$ cat src/rtl/sys_defs_pkg.sv
`default_nettype none
// ============================================================================
// Module  : sys_defs_pkg
// Brief   : Shared machine widths, zero-register tag and writeback record types
// Revision: 1.0
// ============================================================================
package sys_defs_pkg;

    localparam int N_WAY    = 2;
    localparam int CDB_BITS = 5;
    localparam int XLEN     = 32;

    localparam logic [CDB_BITS-1:0] ZERO_REG_PR = '0;

    typedef struct packed {
        logic                valid;
        logic [CDB_BITS-1:0] tag;
        logic [XLEN-1:0]     data;
    } wb_req_t;

    typedef struct packed {
        logic                en;
        logic [CDB_BITS-1:0] tag;
        logic [XLEN-1:0]     data;
    } wb_lane_t;

endpackage
`default_nettype wire

$ cat src/rtl/rr_multi_picker.sv
`default_nettype none
// ============================================================================
// Module  : rr_multi_picker
// Brief   : Combinational rotating picker, up to N_PORT winners among N_REQ
// Revision: 1.0
// ============================================================================
module rr_multi_picker #(
    parameter int N_REQ  = 4,
    parameter int N_PORT = 2,
    parameter int PTR_W  = 2
) (
    input  logic [PTR_W-1:0]        rr_ptr,
    input  logic [N_REQ-1:0]        valid,
    output logic [N_REQ-1:0]        grant,
    output logic [N_PORT*PTR_W-1:0] port_idx,
    output logic [N_PORT-1:0]       port_hit
);

    int w_idx;
    int w_cnt;

    // k-th valid requester in scan order (starting at rr_ptr) lands on port k
    always_comb begin
        grant    = '0;
        port_idx = '0;
        port_hit = '0;
        w_cnt    = 0;
        w_idx    = 0;
        for (int s = 0; s < N_REQ; s++) begin
            w_idx = int'(rr_ptr) + s;
            if (w_idx >= N_REQ) begin
                w_idx = w_idx - N_REQ;
            end
            if (valid[w_idx] && (w_cnt < N_PORT)) begin
                grant[w_idx]                     = 1'b1;
                port_idx[w_cnt*PTR_W +: PTR_W]   = PTR_W'(w_idx);
                port_hit[w_cnt]                  = 1'b1;
                w_cnt                            = w_cnt + 1;
            end
        end
    end

endmodule
`default_nettype wire

$ cat src/rtl/regfile_wr_arbiter.sv
`default_nettype none
// ============================================================================
// Module  : regfile_wr_arbiter
// Brief   : Shares regfile write ports / CDB lanes among completing FUs
// Revision: 1.0
// ============================================================================
module regfile_wr_arbiter
    import sys_defs_pkg::*;
#(
    parameter int N_REQ  = 4,
    parameter int N_PORT = N_WAY,
    parameter int TAG_W  = CDB_BITS,
    parameter int DATA_W = XLEN
) (
    input  logic                     clock,
    input  logic                     reset,
    input  logic                     flush,
    input  logic [N_REQ-1:0]         req_valid,
    input  logic [N_REQ*TAG_W-1:0]   req_tag,
    input  logic [N_REQ*DATA_W-1:0]  req_data,
    output logic [N_REQ-1:0]         req_ready,
    output logic [N_PORT-1:0]        wr_en,
    output logic [N_PORT*TAG_W-1:0]  wr_idx,
    output logic [N_PORT*DATA_W-1:0] wr_data,
    output logic [N_PORT-1:0]        cdb_valid,
    output logic [N_PORT*TAG_W-1:0]  cdb_tag
);

    localparam int PTR_W = (N_REQ > 1) ? $clog2(N_REQ) : 1;

    logic [PTR_W-1:0]                r_rr_ptr;
    logic [N_PORT-1:0]               r_wr_en;
    logic [N_PORT-1:0]               r_cdb_valid;
    logic [N_PORT-1:0][TAG_W-1:0]    r_wr_idx;
    logic [N_PORT-1:0][DATA_W-1:0]   r_wr_data;

    logic [N_REQ-1:0]                w_valid;
    logic [N_REQ-1:0]                w_grant;
    logic [N_PORT*PTR_W-1:0]         w_port_idx;
    logic [N_PORT-1:0]               w_port_hit;
    logic [N_PORT-1:0][TAG_W-1:0]    w_sel_tag;
    logic [N_PORT-1:0][DATA_W-1:0]   w_sel_data;
    logic [PTR_W-1:0]                w_last;
    logic [PTR_W-1:0]                w_next_ptr;
    logic                            w_any;

    // Flush hides every request from the picker, so no grant and no pointer move
    assign w_valid   = flush ? '0 : req_valid;
    assign req_ready = reset ? w_grant : '0;

    rr_multi_picker #(
        .N_REQ  (N_REQ),
        .N_PORT (N_PORT),
        .PTR_W  (PTR_W)
    ) u_picker (
        .rr_ptr   (r_rr_ptr),
        .valid    (w_valid),
        .grant    (w_grant),
        .port_idx (w_port_idx),
        .port_hit (w_port_hit)
    );

    always_comb begin
        w_last = '0;
        w_any  = 1'b0;
        for (int p = 0; p < N_PORT; p++) begin
            w_sel_tag[p]  = req_tag[int'(w_port_idx[p*PTR_W +: PTR_W])*TAG_W +: TAG_W];
            w_sel_data[p] = req_data[int'(w_port_idx[p*PTR_W +: PTR_W])*DATA_W +: DATA_W];
            if (w_port_hit[p]) begin
                w_any  = 1'b1;
                w_last = w_port_idx[p*PTR_W +: PTR_W];
            end
        end
        w_next_ptr = (w_last == PTR_W'(N_REQ - 1)) ? '0 : w_last + PTR_W'(1);
    end

    always_ff @(posedge clock or negedge reset) begin
        if (!reset) begin
            r_rr_ptr    <= '0;
            r_wr_en     <= '0;
            r_cdb_valid <= '0;
            r_wr_idx    <= '0;
            r_wr_data   <= '0;
        end else begin
            if (w_any) begin
                r_rr_ptr <= w_next_ptr;
            end
            for (int p = 0; p < N_PORT; p++) begin
                // Zero-register winners still complete on the CDB but never write
                r_cdb_valid[p] <= w_port_hit[p];
                r_wr_en[p]     <= w_port_hit[p] && (w_sel_tag[p] != TAG_W'(ZERO_REG_PR));
                if (w_port_hit[p]) begin
                    r_wr_idx[p]  <= w_sel_tag[p];
                    r_wr_data[p] <= w_sel_data[p];
                end
            end
        end
    end

    assign wr_en     = r_wr_en;
    assign wr_idx    = r_wr_idx;
    assign wr_data   = r_wr_data;
    assign cdb_valid = r_cdb_valid;
    assign cdb_tag   = r_wr_idx;

`ifdef TESTBENCH
    always @(posedge clock) begin
        if (reset) begin
            for (int a = 0; a < N_PORT; a++) begin
                for (int b = a + 1; b < N_PORT; b++) begin
                    a_dup_tag: assert (!(w_port_hit[a] && w_port_hit[b] &&
                                         (w_sel_tag[a] == w_sel_tag[b]) &&
                                         (w_sel_tag[a] != TAG_W'(ZERO_REG_PR))));
                end
            end
        end
    end
`endif

endmodule
`default_nettype wire

$ cat config.mk
export PLATFORM = sky130hd
export DESIGN_NAME = regfile_wr_arbiter
export DESIGN_NICKNAME = d
export VERILOG_FILES = /design/src/rtl/sys_defs_pkg.sv /design/src/rtl/rr_multi_picker.sv /design/src/rtl/regfile_wr_arbiter.sv
export SDC_FILE = /design/constraint.sdc
export NUM_CORES = 1
export LEC_CHECK = 0
export BUFFER_PORTS_ARGS = -buffer_cell sky130_fd_sc_hd__buf_4
export CAP_MARGIN = 20
export CORE_UTILIZATION = 39
export DETAILED_ROUTE_END_ITERATION = 12
export GPL_ROUTABILITY_DRIVEN = 0
export GPL_TIMING_DRIVEN = 0
export PLACE_DENSITY = 0.65
export SLEW_MARGIN = 20
export SYNTH_ARGS = -nofsm -noshare
export SYNTH_HDL_FRONTEND = slang
export SYNTH_SLANG_ARGS = --single-unit
$ cat constraint.sdc
create_clock -name clock -period 12 [get_ports clock]
set_clock_uncertainty 0.2 [all_clocks]
set_input_delay 3 -clock clock [delete_from_list [all_inputs] [get_ports clock]]
set_output_delay 3 -clock clock [all_outputs]
set_load 0.1 [all_outputs]
==> impl_metrics.py, run 1 <==
metrics = {
    "synthesis": {
        "synth_edf_count": 0,
        "ys_seq_area_share_pct": 32.8,
        "synth.cell_area_sq_mm": 0.00610,
        "async_reset_ff_share_pct": 100,
        "ys_ff_latch": 80,
        "post_synth.cell_area_avg_sq_um": 10.8,
        "syn_nets": 730,
        "synthCells": 563,
        "synth.distinct_cells": 45,
        "yosys_warnings": 0,
        "synthFlopType": "dfrtp_1",
    },
    "floorplanning": {
        "fp-row-count": 45,
        "start_util_pct": 40.0,
        "num_io_pins": 247,
        "die_w_um": 127,
        "die_h_um": 127,
        "core_area_sq_mm": 0.0153,
        "dieArea_sq_mm": 0.0162,
    },
    "cells_and_area": {
        "layout_commonest_cell": "buf_4",
        "fill_cells": 1346,
        "seqCellArea_sq_mm": 0.00200,
        "final_cells": 1036,
        "final_cell_mix": "buf_4 (262), mux2i_1 (177), dfrtp_1 (80)",
        "drive_gt1_share_pct": 46.4,
        "fin_nets": 987,
        "diodes": 0,
        "synthToLayoutAreaGrowth_pct": 39.7,
        "multi_input_area_sq_mm": 0.00379,
    },
    "sta": {
        "fmax_ghz": 0.111,
        "relSlewSlack_pct": 46.0,
        "period_needed_ns": 9.01,
        "final.setup.tns_ns": 0,
        "worstMarginPinSlew_ns": 0.810,
        "fin_crit_sh_pct": 75.0,
        "setup_viol": 0,
        "setup_slack_ns": 2.99,
        "rsz0062_at_grt": "false",
        "maxSlewViolCount": 0,
        "hold_violations": 0,
    },
    "placed_design": {
        "dpl.hpwl_mm": 16.0,
        "portBuffers": 246,
        "place_inst": 1020,
        "pre_cts_slack_ns": 3.05,
    },
    "worst_setup_path": {
        "crit_path_end_kind": "primary output",
        "critPathArrivalTime_ns": 5.81,
        "crit_type": "in -> out",
        "crit_path_max_incr_delay_ns": 0.52,
        "crit_chain": "buf_4 > mux4_2 > and2_1 > clkbuf_1 > ha_1 > nor2_1 > and2_1 > clkbuf_1 > a222oi_1 > a21boi_0 > buf_4",
        "critPathMaxFanout": 9,
        "cp_num_buf_inv": 4,
        "slowest_stage": "mux4_2",
        "crit_family": "buffers and inverters",
        "crit_required_ns": 8.80,
        "cp-start-kind": "input port",
    },
    "grt": {
        "grt_max_degree": 85,
        "antenna_found_initial": 0,
        "grt_pass1_wl_mm": 32.0,
        "grt_pass1_vias": 5980,
        "gr-total-overflow": 0,
        "grt_use_total_pct": 26.0,
    },
    "job": {
        "drv_cap": 0,
    },
    "clocking": {
        "postCtsSetupBuffers": 0,
        "clk_latency_ns": 0.34,
        "tritoncts": "done",
        "htreeDepth": 3,
        "cts_buffers": 9,
        "clockBufferDepth": 2,
        "root_buffer": "clkbuf_16",
        "postCtsHoldBufs": 0,
        "post_cts_resized": 0,
        "clock-sinks": 80,
        "clk_transition_reported_paths_ns": 0.07,
    },
    "drt": {
        "totalWireLength_mm": 20.8,
        "drcViolationCount": 0,
        "first_pass_iters": 5,
        "vias": 5629,
        "drt-initial-drc-count": 354,
        "wire_per_inst_um": 20.1,
        "drtAntennaViolNets": 0,
        "vias_per_cell": 5.43,
    },
    "hold_path": {
        "hold_class": "reg -> reg",
    },
    "outcome": {
        "status": "completed",
    },
}
==> layout make-up <==
type                       count  area share (%)
clock buffer                  12            3.01
tap                          211            3.10
timing repair buffer         246            21.7
inverter                      10           0.440
buffer                        50            3.24
sequential                    80            23.5
multi-input combinational    423            44.4
clock inverter                 4           0.602
==> Yosys cell counts (2+ instances only) <==
cell type	count	share of area, %
o211ai_1	2	0.25
inv_1	10	0.61
and2_1	3	0.31
o21ai_0	40	3.3
nor2_1	7	0.43
ha_1	12	2.5
xor2_1	2	0.29
nor3_1	5	0.41
a21boi_0	4	0.49
a222oi_1	4	0.66
nand2_1	46	2.8
nand3_1	5	0.41
o21a_1	2	0.25
mux2i_1	177	29
buf_2	14	1.1
clkbuf_1	18	1.1
dfrtp_1	80	33
mux4_2	8	3.0
o2bb2ai_1	2	0.29
mux2_2	78	14
buf_4	17	2.1
a21oi_1	3	0.25
o22ai_1	2	0.20
==> layer usage <==
metal | share of wire (%) | vias to the layer above | global-route usage (%) | wire (um)
met1 | 40 | 2791 | 31.3 | 8280
met3 | 8.5 | 26 | 7.58 | 1770
met4 | 2.0 | 0 | 8.89 | 417
li1 | - | 2569 | - | -
met2 | 50 | 243 | 44.3 | 10300
met5 | 0 | - | 0 | 0
==> worst paths after layout <==
| check | startpoint | slack, ns | cells past startpoint | end |
|---|---|---|---|---|
| min in group asynchronous | reset | 2.51 | 1 | wr_data[8]$_DFFE_PN0N_ |
| worst max register to register | r_rr_ptr[0]$_DFFE_PN0P_ | 5.65 | 18 | wr_data[58]$_DFFE_PN0P_ |
| max in group asynchronous | reset | 8.52 | 1 | wr_data[24]$_DFFE_PN0N_ |
| worst max-delay path | req_valid[2] | 2.99 | 11 | req_ready[2] |
| worst min register to register | wr_data[62]$_DFFE_PN0P_ | 0.29 | 2 | wr_data[62]$_DFFE_PN0P_ |
| worst min-delay path | wr_data[62]$_DFFE_PN0P_ | 0.29 | 2 | wr_data[62]$_DFFE_PN0P_ |
==> state kept, by name, indices dropped and copies added (netlist names) <==
| register | flops |
|---|---|
| cdb_tag | 10 |
| cdb_valid | 2 |
| r_rr_ptr | 2 |
| wr_data | 64 |
| wr_en | 2 |
==> tightest hold or removal path: cells and delay by family, from the launching register on <==
| kind | cells | cell delay (ns) |
|---|---|---|
| compound gates | 1 | 0.06 |
| simple gates | 1 | 0.05 |
| flops | 1 | 0.34 |
==> metrics by stage <==
step / area (sq um) / hold slack [ns] / util [%]
after floorplan: 6100 / 0.574 / -
after global placement: 8220 / 0.267 / 53.8
after detailed placement: 8220 / 0.274 / 53.8
after CTS: 8520 / 0.289 / 55.9
after global routing: 8530 / 0.310 / 55.9
final: 8530 / 0.287 / 55.9
==> kinds of logic after synthesis <==
logic type / count (synthesis) / synth area share, %
simple gates: 75 / 5.37
mux: 263 / 46.4
xor+xnor: 2 / 0.287
flops: 80 / 32.8
fa+ha+maj: 12 / 2.46
buf+inv: 60 / 5.14
compound gates: 71 / 7.58
Power of run 1 is left out: the tool's default activity adds up to more than one toggle a clock period on the data nets, which glitch-free logic cannot reach.
==> run 2, diff against run 1 <==
==> constraint.sdc (replaced) <==
create_clock -name clock -period 8.3 [get_ports clock]
set_clock_uncertainty 0.2 [all_clocks]
set_input_delay 2.075 -clock clock [delete_from_list [all_inputs] [get_ports clock]]
set_output_delay 2.075 -clock clock [all_outputs]
set_load 0.1 [all_outputs]
==> run 2 against run 1 <==
- register-to-register slack lost 3.8 ns
- clock-buffer cell count shrank 1
- first-iteration DRC count shrank 16%
- utilization shrank 0.082 points
- critical path depth is the same
- via count shrank 2.4%
- non-clock buffer count is the same
- worst setup slack lost 1.8 ns
- flip-flop and latch count is the same
- cell count shrank 0.19%
- critical path type unchanged
==> impl_metrics.py, run 2 (synthesis gave the netlist of run 1 again) <==
metrics = {
    "cells_and_area": {
        "synthToLayoutAreaGrowth_pct": 39.5,
        "layout_commonest_cell": "buf_4",
        "largest_register_ffs": 64,
        "fin_nets": 987,
        "drive_gt1_share_pct": 46.4,
        "diodes": 0,
        "final_cell_mix": "buf_4 (262), mux2i_1 (177), dfrtp_1 (80)",
    },
    "drt": {
        "first_pass_iters": 6,
        "wire_per_inst_um": 19.8,
        "totalWireLength_mm": 20.5,
        "vias": 5494,
        "drtAntennaViolNets": 0,
        "drcViolationCount": 0,
        "vias_per_cell": 5.31,
        "drt-initial-drc-count": 298,
    },
    "floorplanning": {
        "dieArea_sq_mm": 0.0162,
        "core_area_sq_mm": 0.0153,
        "start_util_pct": 40.0,
        "fp-row-count": 45,
        "num_io_pins": 247,
        "die_w_um": 127,
        "die_h_um": 127,
    },
    "clocking": {
        "htreeDepth": 3,
        "root_buffer": "clkbuf_16",
        "clk_latency_ns": 0.34,
        "tritoncts": "done",
        "clockBufferDepth": 2,
        "postCtsSetupBuffers": 0,
        "post_cts_resized": 0,
        "cts_buffers": 9,
        "postCtsHoldBufs": 0,
        "clock-sinks": 80,
        "clk_transition_reported_paths_ns": 0.05,
    },
    "worst_setup_path": {
        "critPathMaxFanout": 9,
        "critPathArrivalTime_ns": 4.80,
        "crit_path_max_incr_delay_ns": 0.51,
        "reg2reg_setup_slack_ns": 1.88,
        "r2r-start": "r_rr_ptr[0]$_DFFE_PN0P_",
        "cp-start-kind": "input port",
        "crit_chain": "buf_4 > mux4_2 > and2_1 > clkbuf_1 > ha_1 > nor2_1 > and2_1 > clkbuf_1 > a222oi_1 > a21boi_1 > buf_4",
        "r2r_end": "wr_data[60]$_DFFE_PN0P_",
        "reg2reg_depth": 18,
        "crit_path_end_kind": "primary output",
        "crit_required_ns": 6.03,
        "slowest_stage": "mux4_2",
        "crit_type": "in -> out",
    },
    "hold_path": {
        "hold_depth": 2,
        "hold_class": "reg -> reg",
        "worstHoldStart": "wr_data[51]$_DFFE_PN0P_",
        "whs_endpoint": "wr_data[51]$_DFFE_PN0P_",
    },
    "placed_design": {
        "dpl.hpwl_mm": 15.9,
        "portBuffers": 246,
    },
    "grt": {
        "grt_use_total_pct": 26.0,
        "grt_pass1_vias": 5751,
        "grt_pass1_wl_mm": 32.0,
        "grt_max_degree": 85,
        "antenna_found_initial": 0,
        "gr-total-overflow": 0,
    },
    "sta": {
        "fin_crit_sh_pct": 85.2,
        "final.setup.tns_ns": 0,
        "hold_violations": 0,
        "maxSlewViolCount": 0,
        "worstMarginPinSlew_ns": 0.852,
        "setup_viol": 0,
        "rsz0062_at_grt": "false",
        "relSlewSlack_pct": 43.1,
        "period_needed_ns": 7.07,
        "fmax_ghz": 0.141,
    },
    "outcome": {
        "status": "completed",
    },
    "job": {
        "drv_cap": 0,
    },
}
run 2: cell types whose count changed in the layout (fill, tap and decap cells not counted), sizes merged:
cell / before / now
clkbuf: 30 / 29
inv: 11 / 10
run 2: routing by layer:
| metal | GRT usage (%) | up-vias | share of wire, % |
|---|---|---|---|
| li1 | - | 2575 | - |
| met1 | 32.0 | 2700 | 41 |
| met2 | 44.3 | 198 | 49 |
| met3 | 7.66 | 21 | 7.9 |
| met4 | 7.07 | 0 | 1.4 |
| met5 | 0 | - | 0 |
run 2: critical path: cells and delay by family:
| kind | cells | cell delay, ns |
|---|---|---|
| fa+ha+maj | 1 | 0.29 |
| mux | 1 | 0.51 |
| compound gates | 2 | 0.33 |
| simple gates | 3 | 0.68 |
| buf+inv | 4 | 0.91 |
run 2: area by class of cell:
| cell class | count | area, sq um |
|---|---|---|
| Tap cell | 211 | 264 |
| Clock inverter | 3 | 42.5 |
| Fill cell | 1372 | 6740 |
| Sequential cell | 80 | 2000 |
| Timing Repair Buffer | 246 | 1850 |
| Multi-Input combinational cell | 423 | 3790 |
| Buffer | 50 | 277 |
| Inverter | 10 | 37.5 |
| Clock buffer | 11 | 253 |
run 2: stage by stage:
| stage | utilization, % | hold WS, ns | instances | worst slack, ns | instance area, sq um |
|---|---|---|---|---|---|
| floorplan | - | 0.574 | 563 | 0.762 | 6100 |
| global placement | 53.8 | 0.264 | 1020 | 1.34 | 8220 |
| detailed placement | 53.8 | 0.273 | 1020 | 1.26 | 8220 |
| CTS | 55.8 | 0.289 | 1034 | 1.25 | 8510 |
| global route | 55.8 | 0.308 | 1034 | 1.03 | 8510 |
| finish | 55.8 | 0.283 | 1034 | 1.23 | 8510 |
run 2: worst max path at each step:
stage                            start                 endpoint  slack, ns
after global placement    req_valid[2]  wr_data[57]$_DFFE_PN0P_       1.34
after detailed placement  req_valid[2]             req_ready[2]       1.26
after CTS                 req_valid[2]             req_ready[2]       1.25
after global routing      req_valid[2]             req_ready[2]       1.03
after floorplan           req_valid[2]             req_ready[0]       0.76
final                     req_valid[2]             req_ready[2]       1.23
Power of run 2 is left out for the same reason.
